<file path="src/rtl/dcache_pkg.sv">
// Shared types and helpers for the write-through data cache.
package dcache_pkg;

    typedef enum logic [1:0] {
        IDLE,
        RD_MISS,
        WR_THRU
    } dcache_state_e;

    // Tag is held zero-extended to 32 bits so the struct does not depend on LINES.
    typedef struct packed {
        logic        valid;
        logic [31:0] tag;
        logic [31:0] data;
    } line_t;

    // Byte enables for a store: one-hot lane for sb, all lanes for a word.
    function automatic logic [3:0] be_from_offset(input logic sb, input logic [1:0] off);
        if (sb) begin
            be_from_offset = 4'b0001 << off;
        end else begin
            be_from_offset = 4'b1111;
        end
    endfunction

endpackage

</file>
<file path="src/rtl/dcache_wt_array.sv">
// Valid/tag/data storage for the direct-mapped cache: combinational read,
// synchronous byte-enabled write, valid bits cleared asynchronously on reset.
module dcache_wt_array
    import dcache_pkg::*;
#(
    parameter int unsigned LINES = 16,
    parameter int unsigned IDX_W = $clog2(LINES)
) (
    input  logic             clk,
    input  logic             reset,
    input  logic [IDX_W-1:0] rd_idx,
    output line_t            rd_line,
    input  logic             wr_en,
    input  logic [IDX_W-1:0] wr_idx,
    input  logic [31:0]      wr_tag,
    input  logic [3:0]       wr_be,
    input  logic [31:0]      wr_data
);

    logic [LINES-1:0] valid_q;
    logic [31:0]      tag_mem  [LINES];
    logic [31:0]      data_mem [LINES];

    // Valid bits: cleared on reset, set by any write to the line.
    always_ff @(posedge clk or posedge reset) begin
        if (reset) begin
            valid_q <= '0;
        end else if (wr_en) begin
            valid_q[wr_idx] <= 1'b1;
        end
    end

    // Tag and data arrays are not reset; data is written per byte lane.
    always_ff @(posedge clk) begin
        if (wr_en) begin
            tag_mem[wr_idx] <= wr_tag;
            for (int b = 0; b < 4; b++) begin
                if (wr_be[b]) begin
                    data_mem[wr_idx][8*b +: 8] <= wr_data[8*b +: 8];
                end
            end
        end
    end

    // Combinational read port.
    always_comb begin
        rd_line       = '0;
        rd_line.valid = valid_q[rd_idx];
        rd_line.tag   = tag_mem[rd_idx];
        rd_line.data  = data_mem[rd_idx];
    end

endmodule

</file>
<file path="src/rtl/dcache_wt.sv">
// Direct-mapped, write-through, no-write-allocate data cache.
// Read hits complete in the same cycle; read misses and all stores stall
// the core over a req/ack handshake to backing memory.
// Optional hit/miss counters are built when DCACHE_WT_STATS_EN is defined.
module dcache_wt
    import dcache_pkg::*;
#(
    parameter int unsigned LINES  = 16,
    parameter int unsigned ADDR_W = 32
) (
    input  logic              clk,
    input  logic              reset,
    input  logic              cpu_re,
    input  logic              cpu_we,
    input  logic              cpu_sb,
    input  logic [ADDR_W-1:0] cpu_addr,
    input  logic [31:0]       cpu_wdata,
    output logic [31:0]       cpu_rdata,
    output logic              stall,
    output logic              mem_req,
    output logic              mem_we,
    output logic [3:0]        mem_be,
    output logic [ADDR_W-1:0] mem_addr,
    output logic [31:0]       mem_wdata,
    input  logic              mem_ack,
    input  logic [31:0]       mem_rdata
`ifdef DCACHE_WT_STATS_EN
    ,
    output logic [31:0]       hit_cnt,
    output logic [31:0]       miss_cnt
`endif
);

    localparam int unsigned IDX_W = $clog2(LINES);

    dcache_state_e     state;
    line_t             rd_line;
    logic [IDX_W-1:0]  idx;
    logic [31:0]       tag_ext;
    logic              hit;
    logic [3:0]        st_be;
    logic [31:0]       st_wdata;
    logic [ADDR_W-1:0] word_addr;
    logic [31:0]       rdata_q;
    logic              wr_en;
    logic [3:0]        wr_be;
    logic [31:0]       wr_data;
    logic              rd_req;

    // Address decode, hit detection and store lane formatting.
    always_comb begin
        idx       = cpu_addr[IDX_W+1:2];
        tag_ext   = 32'(cpu_addr[ADDR_W-1:IDX_W+2]);
        hit       = rd_line.valid && (rd_line.tag == tag_ext);
        st_be     = be_from_offset(cpu_sb, cpu_addr[1:0]);
        st_wdata  = cpu_sb ? {4{cpu_wdata[7:0]}} : cpu_wdata;
        word_addr = {cpu_addr[ADDR_W-1:2], 2'b00};
        // A simultaneous load and store is handled as the store.
        rd_req    = cpu_re && !cpu_we;
    end

    // Array writes: store-hit merge on leaving IDLE, line fill on read ack.
    always_comb begin
        wr_en   = 1'b0;
        wr_be   = st_be;
        wr_data = st_wdata;
        if (state == IDLE && cpu_we && hit) begin
            wr_en = 1'b1;
        end else if (state == RD_MISS && mem_ack) begin
            wr_en   = 1'b1;
            wr_be   = 4'b1111;
            wr_data = mem_rdata;
        end
    end

    dcache_wt_array #(
        .LINES (LINES),
        .IDX_W (IDX_W)
    ) u_array (
        .clk     (clk),
        .reset   (reset),
        .rd_idx  (idx),
        .rd_line (rd_line),
        .wr_en   (wr_en),
        .wr_idx  (idx),
        .wr_tag  (tag_ext),
        .wr_be   (wr_be),
        .wr_data (wr_data)
    );

    // Stall and load data are combinational so hits and acks cost no extra cycle.
    always_comb begin
        stall     = 1'b0;
        cpu_rdata = rdata_q;
        if (state == IDLE) begin
            stall = cpu_we || (cpu_re && !hit);
            if (rd_req && hit) begin
                cpu_rdata = rd_line.data;
            end
        end else begin
            stall = !mem_ack;
            if (state == RD_MISS && mem_ack) begin
                cpu_rdata = mem_rdata;
            end
        end
        // Reset abandons any transaction and releases the core at once.
        if (reset) begin
            stall = 1'b0;
        end
    end

    // Control FSM with registered backing-memory request and held load data.
    always_ff @(posedge clk or posedge reset) begin
        if (reset) begin
            state     <= IDLE;
            mem_req   <= 1'b0;
            mem_we    <= 1'b0;
            mem_be    <= 4'b0000;
            mem_addr  <= '0;
            mem_wdata <= '0;
            rdata_q   <= '0;
        end else begin
            case (state)
                IDLE: begin
                    if (cpu_we) begin
                        state     <= WR_THRU;
                        mem_req   <= 1'b1;
                        mem_we    <= 1'b1;
                        mem_be    <= st_be;
                        mem_addr  <= word_addr;
                        mem_wdata <= st_wdata;
                    end else if (cpu_re) begin
                        if (hit) begin
                            rdata_q <= rd_line.data;
                        end else begin
                            state    <= RD_MISS;
                            mem_req  <= 1'b1;
                            mem_we   <= 1'b0;
                            mem_be   <= 4'b1111;
                            mem_addr <= word_addr;
                        end
                    end
                end
                RD_MISS: begin
                    if (mem_ack) begin
                        state   <= IDLE;
                        mem_req <= 1'b0;
                        mem_be  <= 4'b0000;
                        rdata_q <= mem_rdata;
                    end
                end
                WR_THRU: begin
                    if (mem_ack) begin
                        state   <= IDLE;
                        mem_req <= 1'b0;
                        mem_we  <= 1'b0;
                        mem_be  <= 4'b0000;
                    end
                end
                default: begin
                    state   <= IDLE;
                    mem_req <= 1'b0;
                end
            endcase
        end
    end

`ifdef DCACHE_WT_STATS_EN
    // Saturating load hit/miss counters; stores are not counted.
    always_ff @(posedge clk or posedge reset) begin
        if (reset) begin
            hit_cnt  <= '0;
            miss_cnt <= '0;
        end else if (state == IDLE && rd_req) begin
            if (hit) begin
                if (hit_cnt != 32'hFFFF_FFFF) begin
                    hit_cnt <= hit_cnt + 32'd1;
                end
            end else if (miss_cnt != 32'hFFFF_FFFF) begin
                miss_cnt <= miss_cnt + 32'd1;
            end
        end
    end
`endif

endmodule

</file>
<file path="config.mk">
export PLATFORM = sky130hd
export DESIGN_NAME = dcache_wt
export DESIGN_NICKNAME = d
export VERILOG_FILES = /design/src/rtl/dcache_pkg.sv /design/src/rtl/dcache_wt_array.sv /design/src/rtl/dcache_wt.sv
export SDC_FILE = /design/constraint.sdc
export NUM_CORES = 1
export LEC_CHECK = 0
export CORE_ASPECT_RATIO = 0.9
export CORE_MARGIN = 2
export CORE_UTILIZATION = 45
export DETAILED_ROUTE_END_ITERATION = 6
export RECOVER_POWER = 50
export SYNTH_ARGS = -nofsm -noshare
export SYNTH_HDL_FRONTEND = slang
export SYNTH_SLANG_ARGS = --single-unit
</file>
<file path="constraint.sdc">
create_clock -name clk -period 9.5 [get_ports clk]
set_clock_uncertainty 0.05 [all_clocks]
set_input_delay 0.95 -clock clk [delete_from_list [all_inputs] [get_ports clk]]
set_output_delay 0.95 -clock clk [all_outputs]
set_load 0.05 [all_outputs]
</file>
==> metrics.txt, run 1 <==
Setup crit end kind primary output; Cells after Synth approximately 2300; Post-Syn Area between 40000 and 50000 µm²; CP max FO between 80 and 90; DP HPWL ~70000 µm; mux contribution to synthesized area between 15 and 20%; Avg Cell Area, Syn roughly 19 µm²; worst vdd ir ~0.00019 V; Logic pwr share about 22%; Post-synth EDFFs 928; setup TNS 0 ns; pre-CTS setup slack between 1.5 and 2 ns; Area Overhead vs Synth 17.3%; vias in the first global route around 24000; GRT Resource Usage Total 23.1%; die area 97800 µm²; CP Launch Type primary input; ys async rst share a little under an eighth; chip width ~330 µm; failing checks max-capacitance violations, max-slew violations; post-synthesis compound-gate area fraction under 10%; total power 12.5 mW; Final setup viols 0; largest family of logic cells by synthesized area multiplexers; routability cong. roughly 0.86; Initial DRC Count between 2000 and 2500; nets roughly 2600; initial antenna violation count 10; Setup CP Type in -> out; synth warn 0; top cell type's share of synthesized area 65.0%; Setup WS post-layout 1.68 ns; first-pass GRT wire length between 150000 and 200000 µm; RSZ-0062 raised after global routing false; worst-skew pair later-pin latency about 0.7 ns; count leader, synth edfxtp_1; status finished, violations left; ys flop type edfxtp_1; Final period util between 80 and 90%; CP arrival between 6 and 7 ns; Pre-Repair DR Iteration Count 6; cell taking the most area after synthesis edfxtp_1; post-synthesis simple-gate area fraction 3.82%; I/O pin cnt a little over 200; Switching Fraction between 20% and 30%; DR vias/cell 5.97; Tightest Pin Transition slightly above 4 ns; Antenna Nets Post-Route 0; Relative slew margins -172%; clock share of power about a third; Die Span Y approximately 300 µm; # resized after CTS 0; #FFs+latches synth 1046; f_max ~130 MHz; CTS tree built; fin. max-slew vios 324; NetSw ~3.7 mW; total wire length ~110000 µm; placed inst area 46800 µm²; setup bufs post-CTS 0; Post-Layout Inst Area 50300 µm²; Std-Cell Rows between 100 and 150; layout cells sized above 1 about a quarter; Root Buffer clkbuf_16; Post-Synth XOR/XNOR Area 0.592%; fillers about 7500; worst min path class reg -> reg; Critical Path RT 8.50 ns; Internal Power just under 9 mW; Worst-path clk slew approximately 0.06 ns; sequential area share after synthesis between 70% and 80%; largest cells by area after synthesis edfxtp_1 (65%), mux4_2 (13%), dfrtp_1 (6.9%); Sink Count roughly 1000; Reg area between 30000 and 40000 µm²; H-tree level count 3; Distinct cells, synth between 60 and 70; Buffers on Ports 202; Post-synth top cells edfxtp_1 (928), mux4_2 (241), mux2_2 (133); Power Density about 250 nW/µm²; min Tclk post-route around 7.8 ns; Seq pwr share ~44%; placed insts roughly 3700; DRC 0; starting density of the core ~45%; CTS Buf Count approximately 110; Lkg Pwr roughly 17 nW; Core Area roughly 95000 µm²; total gr overflow 0; adder-cell share of the synthesized area less than 1%; largest net degree at the start of global routing around 80; Final Instance Count excl. Fillers approximately 3900; Max clock buf depth 3; area of the multi-input gates 11500 µm²; max cap viols 8; WL/cell about 29 µm; Hold Vio Cnt, Final 0; via count approximately 23000; Post-CTS Hold Fix Bufs 0
-- power groups by stage --
stage | sequential (mW) | clock, mW | combinational [mW]
2_1_floorplan | 6.09 | 0 | 1.32
3_3_place_gp | 5.62 | 0 | 2.76
3_5_place_dp | 5.63 | 0 | 2.80
4_1_cts | 5.54 | 4.26 | 2.81
5_1_grt | 5.57 | 4.44 | 2.88
6_report | 5.53 | 4.19 | 2.74
-- layer usage --
metal / vias up / routed length [µm] / GRT usage [%]
met2: 976 / 52900 / 35.7
met3: 184 / 9960 / 5.56
met5: - / 24 / 0
li1: 9727 / - / -
met4: 4 / 2820 / 6.16
met1: 12256 / 47100 / 33.1
-- through the flow --
stage          hold slack, ns  util (%)
2_1_floorplan           0.388         -
5_1_grt                 0.438      53.2
4_1_cts                 0.428      53.3
3_3_place_gp            0.403      49.5
6_report                0.427      53.2
3_5_place_dp            0.408      49.5
-- registers in the layout, indices dropped and copies added, names as in the netlist, 2 cells and up --
register,count
mem_wdata,32
u_array.tag_mem,416
mem_be,4
u_array.valid_q,16
state,2
u_array.data_mem,512
mem_addr,30
rdata_q,32
-- cells in the final DEF (no fill, tap or decap), types with 15 or more instances in the layout --
cell type	count
mux2i_1	96
clkinv_1	21
mux4_2	241
mux2_1	29
a221o_1	32
nor3_1	46
edfxtp_1	928
dlygate4sd3_1	95
dfrtp_1	118
nor2_4	17
buf_4	84
nor2_1	89
mux2_2	104
nand2_1	83
inv_1	39
clkbuf_1	35
and3_1	34
a22oi_1	22
xnor2_1	19
o21ai_0	33
nor3_2	22
o21bai_1	16
clkbuf_16	108
clkinv_2	15
clkdlybuf4s50_1	103
-- kinds of logic after synthesis --
kind of cell	count (synthesis)
muxes	470
buffers and inverters	180
DFF	1046
adders and majority gates	3
and+or+nand+nor	342
xor gates and xnor gates	29
other	1
AOI/OAI and AO/OA	188
-- final cells by class --
type	count	share of cell area [%]
flip-flops and latches	1046	61.3
multi-input cells	1034	22.8
clock buffers	142	5.87
repair buffers	299	5.41
well taps	1253	3.12
clock inverters	59	1.17
inverters	41	0.309
diodes	1	0.00498
-- final timing paths --
| path | start | end | slack, ns | cells after the start |
|---|---|---|---|---|
| max | cpu_addr[3] | cpu_rdata[30] | 1.68 | 12 |
| min | u_array.valid_q[9] | u_array.valid_q[9] | 0.43 | 1 |
| max reg2reg | u_array.tag_mem[7][11] | rdata_q[1] | 2.68 | 10 |
| min reg2reg | u_array.valid_q[9] | u_array.valid_q[9] | 0.43 | 1 |
| max in group asynchronous | reset | rdata_q[18] | 3.08 | 3 |
| min in group asynchronous | reset | mem_be[0] | 1.51 | 2 |
-- critical path: stages --
cell and delay (ns):
buf_6 0.60, inv_2 0.63, mux2i_1 0.35, xnor2_1 0.10
o31a_1 0.41, or3_1 0.36, or4_1 0.41, or4_1 0.67
nor2_4 0.92, buf_4 0.31, a221o_1 0.18, clkdlybuf4s50_1 0.81
(Power assumes the default switching activity.)
==> inputs of run 2 (changes only) <==
==> constraint.sdc (replaced) <==
create_clock -name clk -period 6.8 [get_ports clk]
set_clock_uncertainty 0.05 [all_clocks]
set_input_delay 0.68 -clock clk [delete_from_list [all_inputs] [get_ports clk]]
set_output_delay 0.68 -clock clk [all_outputs]
set_load 0.05 [all_outputs]
==> run 2 against run 1 <==
Compared with the run above:
- the run still ends with max-capacitance violations, max-slew violations left
- clock-buffer cell count fell by 15
- critical path depth did not move
- combinational power rose by 51%
- sequential power rose by 40%
- clock power rose by 44%
- first-iteration DRC count rose by 16%
- sequential share of layout area fell by 0.92 points
- worst setup slack got worse by 1.3 ns
- via count rose by 1.7%
- die area did not move
- largest cell class unchanged
==> metrics.txt, run 2 (synthesis gave the netlist of run 1 again) <==
status finished, violations left; failing checks max-capacitance violations, max-slew violations; total wire length around 110000 µm; routability cong. 0.831; worst hold slack around 0.42 ns; setup TNS 0 ns; commonest non-fill, non-tap cells in the layout edfxtp_1 (928), mux4_2 (241), buf_4 (124); met3 usage 3.82%; worst-skew pair later-pin latency between 0.6 and 0.7 ns; Sink Count about 1000; I/O pin cnt approximately 200; CP max FO 24; starting density of the core 45.4%; hold path cells 1; max cap viols 6; Most Crowded Layer GR met2; WL/cell approximately 29 µm; Relative slew margins -89.7%; r2r worst-path depth 10; GRT Resource Usage Total between 20% and 30%; chip width between 300 and 400 µm; Lkg Pwr 17.3 nW; Std-Cell Rows approximately 110; register-to-register path setup slack 1.00 ns; DP HPWL between 70000 and 80000 µm; final core area utilization between 50% and 60%; Worst Hold Path EP u_array.valid_q[4]; Setup crit end kind flop; fillers 7405; max reg flops about 500; die area 97800 µm²; Buffers on Ports roughly 200; # resized after CTS 0; Tightest Pin Transition 2.83 ns; grt met1 use a little over a third; Antenna Nets Post-Route 0; Pre-Repair DR Iteration Count 6; min Tclk post-route between 6 and 7 ns; DR vias/cell between 5 and 6; fin. max-slew vios roughly 270; Final period util 95.0%; H-tree level count 3; RSZ-0062 raised after global routing false; Core Area about 95000 µm²; Area Overhead vs Synth 19.1%; total power approximately 18 mW; Worst-path clk slew 0.07 ns; Setup WS post-layout 0.341 ns; biggest registers after layout u_array.data_mem x512, u_array.tag_mem x416; Reg2Reg Launch Point u_array.tag_mem[9][12]; Final setup viols 0; pre-CTS setup slack around 0.51 ns; via count about 24000; Hold Vio Cnt, Final 0; worst vdd ir roughly 0.00028 V; largest net degree at the start of global routing between 60 and 70; f_max 155 MHz; layout cells sized above 1 27.2%; Initial DRC Count ~2800; CTS tree built; Max clock buf depth 3; Root Buffer clkbuf_16; worst min path class reg -> reg; CTS Buf Count 104; RR Endpoint u_array.data_mem[12][10]; CP arrival 6.73 ns; DRC 0; first-pass GRT wire length 168000 µm; CP Launch Type primary input; most common cell after layout, fill and taps aside edfxtp_1; Post-CTS Hold Fix Bufs 0; vias in the first global route approximately 24000; total gr overflow 0; min-delay src u_array.valid_q[4]; Die Span Y between 200 and 300 µm; initial antenna violation count 13; Setup CP Type in -> reg; setup bufs post-CTS 0; GR Util met2 36.3%; Power Density between 300 and 400 nW/µm²; Critical Path RT approximately 7.1 ns; Largest Register u_array.data_mem; nets ~2700
==> run 2: final cells by class <==
type	count	area [µm²]	area share, %
clock buffer	127	2810	5.51
sequential	1046	30800	60.4
antenna	3	7.51	0.0147
inverter	41	155	0.304
clock inverter	71	827	1.62
tap	1253	1570	3.07
timing repair buffer	349	3460	6.77
multi-input combinational	1034	11400	22.3
==> run 2: power by group <==
group | internal [mW] | total, mW | switching (mW)
clock network | 3.54 | 6.05 | 2.51
registers | 7.51 | 7.72 | 0.212
logic | 1.55 | 4.15 | 2.60
==> run 2: worst max path at each step <==
stage | startpoint | to | slack [ns]
global placement | cpu_addr[2] | cpu_rdata[23] | 0.52
global route | cpu_addr[15] | u_array.data_mem[9][7] | 0.19
finish | cpu_addr[15] | u_array.data_mem[12][10] | 0.34
floorplan | cpu_addr[2] | u_array.tag_mem[10][0] | 1.24
detailed placement | cpu_addr[2] | cpu_rdata[23] | 0.51
CTS | cpu_addr[2] | cpu_rdata[23] | 0.51
==> run 2: per-layer routing <==
layer  share of wire (%)  wire (µm)
met1                  43      49900
met2                  47      54400
met3                 7.0       7980
met4                 2.1       2400
met5               0.035         40
==> run 2: through the flow <==
step,cell area (µm²),cells
floorplan,42900,2260
global placement,47500,3723
detailed placement,47500,3723
CTS,51100,3921
global route,51000,3924
finish,51000,3924
==> run 2: worst max-delay path, cell delays in order <==
cell           delay, ns
dlygate4sd3_1       0.52
clkbuf_1            0.73
inv_1               0.27
nand2_1             0.18
o221ai_1            0.21
mux2_2              0.32
a2111oi_0           0.40
and4_1              0.41
nand3_1             0.11
o21ai_0             1.26
clkbuf_2            0.91
mux2_1              0.65
==> RTL edit, RTL diff (settings of run 1) <==
Build with the macro `DCACHE_WT_STATS_EN` defined.
--- a/src/rtl/dcache_wt.sv
+++ b/src/rtl/dcache_wt.sv
@@ -4,2 +4,4 @@
 // Optional hit/miss counters are built when DCACHE_WT_STATS_EN is defined.
+`define DCACHE_WT_STATS_EN
+
 module dcache_wt
New outputs: hit_cnt and miss_cnt. Function: not settled (the Yosys comparison gave no result); the edit may change what the design does.
==> RTL edit against run 1 <==
The flow still finishes with violations (max-capacitance violations, max-slew violations); sequential cell count up 64; count of clock-buffer cells in the layout down 2; final area up 5.7%; worst setup slack worse by 0.35 ns; area after synthesis up 5.6%; global-route usage down 0.91 points; non-clock buffer count up 29; routed wire length up 1.7%; total power up 5.2%; hold slack worse by 0.0019 ns; register-to-register slack better by 0.46 ns; sequential share of layout area down 0.32 points.
==> RTL edit: results (changes against run 1) <==
| Metric | Value |
|---|---|
| Delay-heaviest family, CP | buffers and inverters |
| Gr usage total | 22.2% (-0.91 points) |
| Hold Path Sink | mem_wdata[16]$_DFFE_PP0P_ |
| Area contributors post-synth | edfxtp_1, mux4_2, dfrtp_1, mux2i_1, mux2_2 |
| Max-cap violation count | 5 (-3) |
| Peak supply drop | 0.170 mV (-11%) |
| Largest net degree at the start of global routing | 105 (+28%) |
| Vias per inst | 5.81 (-2.7%) |
| Reg2reg setup slack | 3.14 ns (+0.46 ns) |
| CP arrival | 7.17 ns (+0.35 ns) |
| Reg2reg end | u_array.tag_mem[1][21]$_DFFE_PP_ |
| Met2 GRT Util | 33.7% (-2.0 points) |
| Failing checks | max-capacitance violations, max-slew violations |
| Hold-critical path depth | 2 (+1) |
| Nets | 2,918 (+11%) |
| Distinct cells, synth | 70 (+4.5%) |
| Status | finished with violations |
| Final GP Congestion | 0.865 (+0.82%) |
| Final worst slack | 1.33 ns (-0.350 ns) |
| Ys async rst share | 16.4% (+5.1 points) |
| Non-filler instance count after layout | 4,255 (+9.8%) |
| Worst flop-to-flop path startpoint | u_array.tag_mem[11][1]$_DFFE_PP_ |
| Vias in the first global route | 24,947 (+5.5%) |
| CP peak stage delay | 0.96 ns (+0.04 ns) |
| Sequential area share after synthesis | 71.6% (-0.30 points) |
| CP Max Fanout | 46 (-43%) |
| Met3 routed WL | 7650 µm (-23%) |
| Share of cells above drive strength 1 | 18.8% (-5.7 points) |
| # port buffers | 266 (+32%) |
| Wire length on met2 | 53,200 µm (+0.58%) |
| Met1 Use GR | 33.4% (+0.37 points) |
| TritonCTS buffer count | 114 (+7.5%) |
| Sw power | 4.02 mW (+7.7%) |
| Synth Area in Compound Gates | 3.11% (-0.20 points) |
| Crit path capture | stall |
| Placed insts | 4,037 (+9.9%) |
| Max-slew violation count | 291 (-10%) |
| Place WS | 1.84 ns (+0.0991 ns) |
| Worst hold slack | 0.426 ns (-0.00190 ns) |
| WL final | 115,000 µm (+1.7%) |
| Global-route wire length before repair | 170,000 µm (+3.4%) |
| Avg Inst Size Synth | 18.1 µm² (-4.6%) |
| Mux contribution to synthesized area | 17.2% (-1.2 points) |
| Worst min-delay path startpoint | mem_wdata[16]$_DFFE_PP0P_ |
| Slew margin rel. | -274% (-100 points) |
| Initial antenna violation count | 2 (-8) |
| Slowest stage cell on the critical path | clkdlybuf4s50_1 |
| DR iter-0 viols | 2,714 (+12%) |
[RTL edit: cell count changes in the layout (fill, tap and decap cells not counted), moves of 22 or more]
cell / delta
inv_1: +32
dlygate4sd3_1: +65
nand2_1: +28
nand3_1: +26
o22ai_1: +40
dfrtp_1: +64
nor3_2: -22
buf_4: -38
a221o_1: -32
nor2_1: +22
mux2i_1: +60
mux2_2: -46
a21oi_1: +31
xor2_1: +46
[RTL edit: final cells by class]
type	count	area, µm²
inverter	74	279
antenna	1	2.50
clock buffer	140	3020
clock inverter	75	599
multi-input combinational	1183	12100
tap	1344	1680
sequential	1110	32400
fill	7954	46800
timing repair buffer	328	3060
[RTL edit: power by group through the flow]
stage / Sequential (mW) / Combinational, mW / Clock, mW
6_report: 5.80 / 2.97 / 4.35
5_1_grt: 5.83 / 3.12 / 4.63
4_1_cts: 5.80 / 3.04 / 4.43
3_5_place_dp: 5.90 / 3.03 / 0
3_3_place_gp: 5.89 / 3.00 / 0
2_1_floorplan: 6.41 / 1.42 / 0
